<file path="src/rtl/pipe_stage_elastic.sv">
// rtl/pipe_stage_elastic.sv - elastic valid/ready pipeline register with optional skid entry
//
// Purpose:
//   Inter-stage pipeline register with a valid/ready handshake. With DEPTH=2 a
//   skid entry sits behind the head so in_ready comes straight from a flop. With
//   DEPTH=1 it is a single register and in_ready is combinational. A flush squashes
//   all held entries and the incoming beat. Whenever the stage holds nothing,
//   out_ctrl shows CTRL_NOP so that a bubble never asserts a downstream write enable.
//   A saturating counter records cycles where the head is stalled by downstream.
//
// Ports:
//   CLK, nRST              clock (rising edge), asynchronous active-low reset
//   flush                  synchronous squash of held entries and the incoming beat
//   in_valid/in_ready      upstream handshake; in_data/in_ctrl are the upstream beat
//   out_valid/out_ready    downstream handshake; out_data/out_ctrl are the head entry
//   occupancy              number of valid entries held (0..DEPTH)
//   stall_clr/stall_cnt    clear and value of the stalled-head cycle counter

module pipe_stage_elastic #(
    parameter int                 DATA_W   = 32,
    parameter int                 CTRL_W   = 16,
    parameter logic [CTRL_W-1:0]  CTRL_NOP = '0,
    parameter int                 DEPTH    = 2,
    parameter int                 STALL_W  = 16
) (
    input  logic                CLK,
    input  logic                nRST,
    input  logic                flush,
    input  logic                in_valid,
    output logic                in_ready,
    input  logic [DATA_W-1:0]   in_data,
    input  logic [CTRL_W-1:0]   in_ctrl,
    output logic                out_valid,
    input  logic                out_ready,
    output logic [DATA_W-1:0]   out_data,
    output logic [CTRL_W-1:0]   out_ctrl,
    output logic [1:0]          occupancy,
    input  logic                stall_clr,
    output logic [STALL_W-1:0]  stall_cnt
);

    // Encoding equals the number of held entries, so occupancy reads it directly.
    typedef enum logic [1:0] {
        EMPTY = 2'd0,
        ONE   = 2'd1,
        TWO   = 2'd2
    } state_t;

    state_t              state_q, state_d;
    logic [DATA_W-1:0]   main_data_q, main_data_d;
    logic [CTRL_W-1:0]   main_ctrl_q, main_ctrl_d;
    logic [DATA_W-1:0]   skid_data_q;
    logic [CTRL_W-1:0]   skid_ctrl_q;
    logic                load_skid;
    logic [STALL_W-1:0]  stall_q, stall_d;
    logic                accept;
    logic                pop;

    assign out_valid = (state_q != EMPTY);
    assign accept    = in_valid & in_ready;
    assign pop       = out_valid & out_ready;

    always_comb begin
        state_d     = state_q;
        main_data_d = main_data_q;
        main_ctrl_d = main_ctrl_q;
        load_skid   = 1'b0;
        case (state_q)
            EMPTY: begin
                if (accept) begin
                    state_d     = ONE;
                    main_data_d = in_data;
                    main_ctrl_d = in_ctrl;
                end
            end
            ONE: begin
                if (accept && pop) begin
                    main_data_d = in_data;
                    main_ctrl_d = in_ctrl;
                end else if (accept) begin
                    // Only reachable with a skid entry: single-register in_ready
                    // is low whenever the head is held.
                    if (DEPTH == 2) begin
                        state_d   = TWO;
                        load_skid = 1'b1;
                    end
                end else if (pop) begin
                    state_d = EMPTY;
                end
            end
            TWO: begin
                if (pop) begin
                    state_d     = ONE;
                    main_data_d = skid_data_q;
                    main_ctrl_d = skid_ctrl_q;
                end
            end
            default: state_d = EMPTY;
        endcase
        // Flush wins over everything; main keeps its data so out_data holds.
        if (flush) begin
            state_d     = EMPTY;
            main_data_d = main_data_q;
            main_ctrl_d = main_ctrl_q;
            load_skid   = 1'b0;
        end
    end

    always_ff @(posedge CLK or negedge nRST) begin
        if (!nRST) begin
            state_q     <= EMPTY;
            main_data_q <= '0;
            main_ctrl_q <= CTRL_NOP;
        end else begin
            state_q     <= state_d;
            main_data_q <= main_data_d;
            main_ctrl_q <= main_ctrl_d;
        end
    end

    generate
        if (DEPTH == 2) begin : g_skid
            logic in_ready_q;

            always_ff @(posedge CLK or negedge nRST) begin
                if (!nRST) begin
                    skid_data_q <= '0;
                    skid_ctrl_q <= CTRL_NOP;
                    in_ready_q  <= 1'b1;
                end else begin
                    if (load_skid) begin
                        skid_data_q <= in_data;
                        skid_ctrl_q <= in_ctrl;
                    end
                    // Registered ready: low exactly when the next state is full.
                    in_ready_q <= (state_d != TWO);
                end
            end

            assign in_ready = in_ready_q;
        end else begin : g_noskid
            logic unused_load_skid;

            assign unused_load_skid = load_skid;
            assign skid_data_q      = '0;
            assign skid_ctrl_q      = CTRL_NOP;
            assign in_ready         = !out_valid | out_ready;
        end
    endgenerate

    // Clear beats increment; saturate at all-ones; flush leaves the count alone.
    always_comb begin
        stall_d = stall_q;
        if (stall_clr) begin
            stall_d = '0;
        end else if (out_valid && !out_ready && (stall_q != {STALL_W{1'b1}})) begin
            stall_d = stall_q + STALL_W'(1);
        end
    end

    always_ff @(posedge CLK or negedge nRST) begin
        if (!nRST) begin
            stall_q <= '0;
        end else begin
            stall_q <= stall_d;
        end
    end

    assign out_data  = main_data_q;
    assign out_ctrl  = out_valid ? main_ctrl_q : CTRL_NOP;
    assign occupancy = state_q;
    assign stall_cnt = stall_q;

endmodule
</file>
<file path="config.mk">
export PLATFORM = sky130hd
export DESIGN_NAME = pipe_stage_elastic
export DESIGN_NICKNAME = d
export VERILOG_FILES = /design/src/rtl/pipe_stage_elastic.sv
export SDC_FILE = /design/constraint.sdc
export NUM_CORES = 1
export LEC_CHECK = 0
export ABC_CLOCK_PERIOD_IN_PS = 1800
export BUFFER_PORTS_ARGS = -buffer_cell sky130_fd_sc_hd__clkbuf_2
export CAP_MARGIN = 10
export CORE_ASPECT_RATIO = 2
export CORE_MARGIN = 2
export CORE_UTILIZATION = 40
export CTS_BUF_LIST = sky130_fd_sc_hd__clkbuf_4
export DETAILED_ROUTE_END_ITERATION = 8
export GPL_TIMING_DRIVEN = 0
export HOLD_SLACK_MARGIN = 0.12
export PLACE_DENSITY = 0.73
export REMOVE_ABC_BUFFERS = 1
export SLEW_MARGIN = 25
export SYNTH_ARGS = -nofsm -noshare
export SYNTH_HDL_FRONTEND = slang
export SYNTH_SLANG_ARGS = --single-unit
export TNS_END_PERCENT = 10
</file>
<file path="constraint.sdc">
create_clock -name CLK -period 1.8 [get_ports CLK]
set_clock_uncertainty 0.05 [all_clocks]
set_input_delay 0.09 -clock CLK [delete_from_list [all_inputs] [get_ports CLK]]
set_output_delay 0.09 -clock CLK [all_outputs]
set_load 0.02 [all_outputs]
</file>
## Word-level counts from Yosys, hierarchy flattened

Cells that the tools add are included.

- Word-level logic and storage cells: 49
- Flip-flop bits (word level): 115
- Input port bits: 54

- Add/sub/neg operators: 1
- Bitwise operators: 3
- Equality and inequality tests: 7
- Reduce and logical (&&, ||, !) cells: 9
- Multiplexer cells: 22

Operators by type and width:

| operator | count |
|---|---|
| 2-to-1 mux 16 bit | 6 |
| 2-to-1 mux 32 bit | 3 |
| case mux 32 bit (3 select lines) | 1 |
| case mux 16 bit (3 select lines) | 1 |
| adder 16 x 1 -> 16 bit (second input constant) | 1 |
| inequality test 16 bit (second input constant) | 1 |
| 2-to-1 mux 2 bit | 6 |
| inequality test 2 bit (second input constant) | 4 |
| case mux 2 bit (3 select lines) | 1 |
| AND reduction 5 bit | 1 |
| 2-to-1 mux 1 bit | 4 |
| nonzero test 2 bit | 2 |
| logical AND 1 bit | 3 |
| nonzero test 3 bit | 1 |
| AND 1 bit | 2 |
| == test 2 x 1 -> 1 bit (second input constant) | 1 |
| == test 2 bit (second input constant) | 1 |
| zero test 2 bit | 1 |
| zero test 1 bit | 1 |
| NOT 1 bit | 1 |

## Depth between registers and ports, before layout

- Word-level depth: 8
- Gate-level depth with buffers: 7

## Worst setup path before layout

OpenSTA, ideal clock, no wires.

- Kind: register to register
- From: register state_q[1] (netlist: occupancy[1])
- To: register main_ctrl_q[15]
- Path buffers: 2
- Cell stages (with the launch flop): 6
- Clock period less this slack: 1.943 ns
- Setup slack: -0.143 ns
- Data arrival time: 1.768 ns
- Path through: dfrtp_1 buf_2 nor2b_2 buf_1 mux2_2 mux2_2

- Longest elaborated chain between the ends: 5

Ends and longest elaborated chain:

| what | RTL line | RTL |
|---|---|---|
| start, declared | 49 | `state_t state_q, state_d;` |
| start signal, assigned | 115 | `state_q <= state_d;` |
| nonzero test 2 bit | 59 | `assign out_valid = (state_q != EMPTY);` |
| AND 1 bit | 61 | `assign pop = out_valid & out_ready;` |
| logical AND 1 bit | 77 | `if (accept && pop) begin` |
| inequality test 2 bit (no line) | -- |  |
| AND reduction 5 bit (no line) | -- |  |
| end signal, assigned | 117 | `main_ctrl_q <= main_ctrl_d;` |
| end, declared | 51 | `logic [CTRL_W-1:0] main_ctrl_q, main_ctrl_d;` |

Parallel ways exist; a longest one is shown, timed or not.
A chain may end at the register's enable or synchronous reset.

## Final worst setup path

- From: register state_q[1] (netlist: occupancy[1])
- To: register main_ctrl_q[1]

The elaborated chain is that of the path after synthesis.

==> results <==
- The run finished, with violations left.
- The checks that failed: design-rule violations, negative setup slack.
- Dividing the final minimum period by the clock period gives 1.03.
- The highest attainable clock frequency is 537 MHz.
- The number of cells on the worst hold path is 3.
- In this run the standard cell core region covers 13100 um^2.
- For the worst setup path, the data required time is 2120 ps.
- The fraction of post-synthesis cell area in the top cell type by area is 0.533.
- The number of cells on the worst reg-to-reg path is 6.
- The worst slew margin relative to its limit is 0.615.
- In the final layout, the share of cells above drive strength 1 is 0.582.
- The worst setup path is captured at a register.
- The first-pass iteration count of the detailed router is 9.
- The slowest cell on the critical path is sky130_fd_sc_hd__dfrtp_2.
- The via count of the first global-routing pass is 4440.
- The top cell types in the final layout, fill and taps aside, are sky130_fd_sc_hd__mux2_2 (120), sky130_fd_sc_hd__clkbuf_2 (112), sky130_fd_sc_hd__dfrtp_1 (108), sky130_fd_sc_hd__dlygate4sd3_1 (55), sky130_fd_sc_hd__mux2_4 (26).
- For this run, the number of Yosys warnings is 0.
- The number of buffers inserted during clock tree synthesis is 17.
- The critical path is of the register to register type.
- The die area is 14400 um^2.
- The via total after detailed routing is 4053.
- The wire length per cell is 18.4 um.
- Counting flops with an async set or reset pin after synthesis yields a share of 1.00.
- For this run, the post-layout net count is 650.
- The most frequent standard cell in the layout excluding fill and tap cells is sky130_fd_sc_hd__mux2_2.
- The combined area of the multi-input logic cells is 2500 um^2.
- The finished cells cover 7480 um^2.
- The sum of negative setup slack is -1400 ps.
- The number of nets with antenna violations after detailed routing is 0.
- The HPWL after detailed placement is 8940 um.
- In the synthesized netlist the dominant register cell turns out to be sky130_fd_sc_hd__dfrtp_1.
- The clock latency on the worst-skew pair is 480 ps.
- The routed design could run at a clock period as short as 1860 ps.
- The flip-flop and latch count after synthesis is 115.
- The clock tree root driver cell is sky130_fd_sc_hd__clkbuf_4.
- The synthesized design spends more area on one cell type than any other, namely sky130_fd_sc_hd__dfrtp_1.
- The DRC violation total after the first TritonRoute iteration is 168.
- The analysis attributes to cell leakage a power of 0.00345 uW.
- After detailed routing, the number of remaining DRC violations is 10.
- Yosys mapped the design onto 42 distinct sky130hd cell types.
- The row count is 59.
- Power comes to 6980 uW.
- Entering global routing, the biggest net connects 60 pins.
- The total placed instance area is 6230 um^2.
- The instance count on the critical path is 6.
- A synthesized cell averages 13.7 um^2.
- STA classifies the critical path startpoint as a register.
- Once placement completed, the tool counted placed cells totaling 650.
- The number of standard cells in the final layout excluding fillers is 760.
- The clock slew seen by the registers of the worst setup and hold paths is 110 ps.
- The post-synthesis cell area is 5350 um^2.
- The overall track demand over capacity in global routing is 0.191.
- The number of buffers and inverters on the critical path is 3.
- The number of inserted filler cells in the final layout is 1037.
- The number of hold violations in the final report is 0.
- The die extent in y is 168 um.
- For the pin with the worst max-slew slack, the measured transition is 576 ps.
- The die span in x is 85.8 um.
- In this run, synthesis inferred 0 flip-flops with an integrated enable.
- The final count of pins violating max slew is 0.
- TritonCTS built the clock tree.
- In the post-synthesis netlist, the biggest area contributors are sky130_fd_sc_hd__dfrtp_1 (53%), sky130_fd_sc_hd__mux2_2 (31%), sky130_fd_sc_hd__nor2b_1 (2.2%).
- For this run, the register share of the synthesized area comes to 0.538.
- The overall overflow remaining after global route is 0.
- Of all nets on the critical path, the largest fanout is 18.
- Setup repair after global routing could not meet its margin everywhere.
- The relative area change from synthesis to final layout is 39.8%.
- Across the run, the number of max-cap violations was 0.
- The count of final setup violators is 44.
- The largest stage delay on the critical path is 460 ps.
- The number of H-tree branching levels is 4.
- The final design utilization is 0.572.
- The initial core utilization is 0.409.
- The number of buffers added on ports is 121.
- 122 I/O pins were placed.
- The min-delay analysis places its worst path in the category input port to register.
- Routability-driven placement finished with a final weighted congestion of 0.835.
- The detailed-route wire length is 14000 um.
- The total area of sequential cells is 2890 um^2.
- The initial antenna violation count is 1.
- After technology mapping, the gate count stands at 390.
- The clock net sink count is 115.
- In the routed layout, each cell is associated on average with a via count of 5.33.
- For this design the ratio of total power to cell area is 933 nW/um^2.
- VDD sags by at most 649 uV.
- Walking the worst path, the cells encountered are buf_4 > and3b_1 > o21bai_4 > buf_6 > buf_16 > mux2_2.
- The clock passes through at most 2 buffers.
- Broken down by cell family, the worst path's largest delay share belongs to buffers and inverters.
- The first global-routing pass estimated 21500 um of wire.
- In the post-route analysis, the smallest setup slack over all paths is -61.3 ps.
- The signal arrival time at the worst endpoint is 2180 ps.
==> cell families (layout without fill, tap and decap cells) <==
group                      Yosys count  count (layout)  synth area share
muxes                              147             147             0.309
DFF                                115             115             0.538
buffers and inverters               25             242            0.0246
adders and majority gates            1               1           0.00234
and+or+nand+nor                     70              70            0.0863
AOI/OAI and AO/OA                   32              32            0.0393
other                                0               1                 0
==> what timing repair did <==
action	4_1_cts	5_1_grt
hold buffers	55	0
endpoints found under the hold margin	229	0
resized for setup	20	46
buffers inserted	16	5
endpoints found under the setup margin	128	110
cloned	0	4
pin swaps	4	2
==> synth_stat cells, types with 2 or more instances <==
cell type                  number
sky130_fd_sc_hd__o31ai_1        3
sky130_fd_sc_hd__and3b_1        2
sky130_fd_sc_hd__nor3_1         4
sky130_fd_sc_hd__nand2_1        4
sky130_fd_sc_hd__buf_4          6
sky130_fd_sc_hd__buf_2         11
sky130_fd_sc_hd__nand4_1        4
sky130_fd_sc_hd__mux2_2       146
sky130_fd_sc_hd__nor2_1         5
sky130_fd_sc_hd__o21ba_2        2
sky130_fd_sc_hd__dfrtp_1      114
sky130_fd_sc_hd__nand3_1        9
sky130_fd_sc_hd__inv_1          3
sky130_fd_sc_hd__o21bai_1       2
sky130_fd_sc_hd__buf_1          2
sky130_fd_sc_hd__a21oi_1       12
sky130_fd_sc_hd__clkbuf_1       2
sky130_fd_sc_hd__or4_1          4
sky130_fd_sc_hd__nor2b_1       19
sky130_fd_sc_hd__a31oi_1        3
sky130_fd_sc_hd__o21ai_0        4
sky130_fd_sc_hd__or3_1          6
sky130_fd_sc_hd__and4_1         4
==> report_power, final <==
group / internal, uW / switching (uW) / total [uW]
Clock: 848 / 956 / 1800
Combinational: 931 / 784 / 1720
Sequential: 3160 / 302 / 3460
Total: 4940 / 2040 / 6980
==> worst reg2reg max path: cells and delay by family (launching register included) <==
family	cells	cell delay, ps
compound gates	1	180
flops	1	460
mux	1	370
simple gates	1	210
buf+inv	3	490
==> final timing paths <==
path / slack [ps] / from / endpoint
hold reg to reg: 460 / skid_data_q[14]$_DFFE_PN0P_ / skid_data_q[14]$_DFFE_PN0P_
hold / removal: 330 / in_data[17] / skid_data_q[17]$_DFFE_PN0P_
setup reg to reg: -60 / occupancy[1]$_DFF_PN0_ / main_ctrl_q[1]$_DFFE_PN0P_
min in group asynchronous: 630 / nRST / skid_data_q[5]$_DFFE_PN0P_
setup / recovery: -60 / occupancy[1]$_DFF_PN0_ / main_ctrl_q[1]$_DFFE_PN0P_
max in group asynchronous: 400 / nRST / stall_cnt[2]$_DFFE_PN0P_
==> cell type report <==
cell class	instances	area share
Tap cell	152	0.0254
Antenna cell	1	0.000335
Timing Repair Buffer	208	0.217
Inverter	3	0.00151
Multi-Input combinational cell	250	0.334
Sequential cell	115	0.386
Clock buffer	20	0.0201
Clock inverter	11	0.0152
==> routing by layer <==
layer | up-vias | track usage | routed length (um)
met2 | 118 | 0.371 | 8160
met5 | - | 0 | 0
li1 | 1842 | - | -
met3 | 34 | 0.0360 | 420
met1 | 2059 | 0.186 | 4960
met4 | 0 | 0.0918 | 474
==> stage by stage <==
step	worst slack (ps)	hold slack [ps]
after detailed placement	-495	48.0
after CTS	-57.4	261
final	-61.3	331
after global placement	-1890	245
after floorplan	-960	-256
after global routing	-89.0	300
==> sequential cells by signal (all words and copies together) (netlist names) <==
register / count
in_ready: 1
main_ctrl_q: 16
occupancy: 2
out_data: 32
skid_ctrl_q: 16
skid_data_q: 32
stall_cnt: 16
No activity file was read; power rests on OpenSTA's default activity.
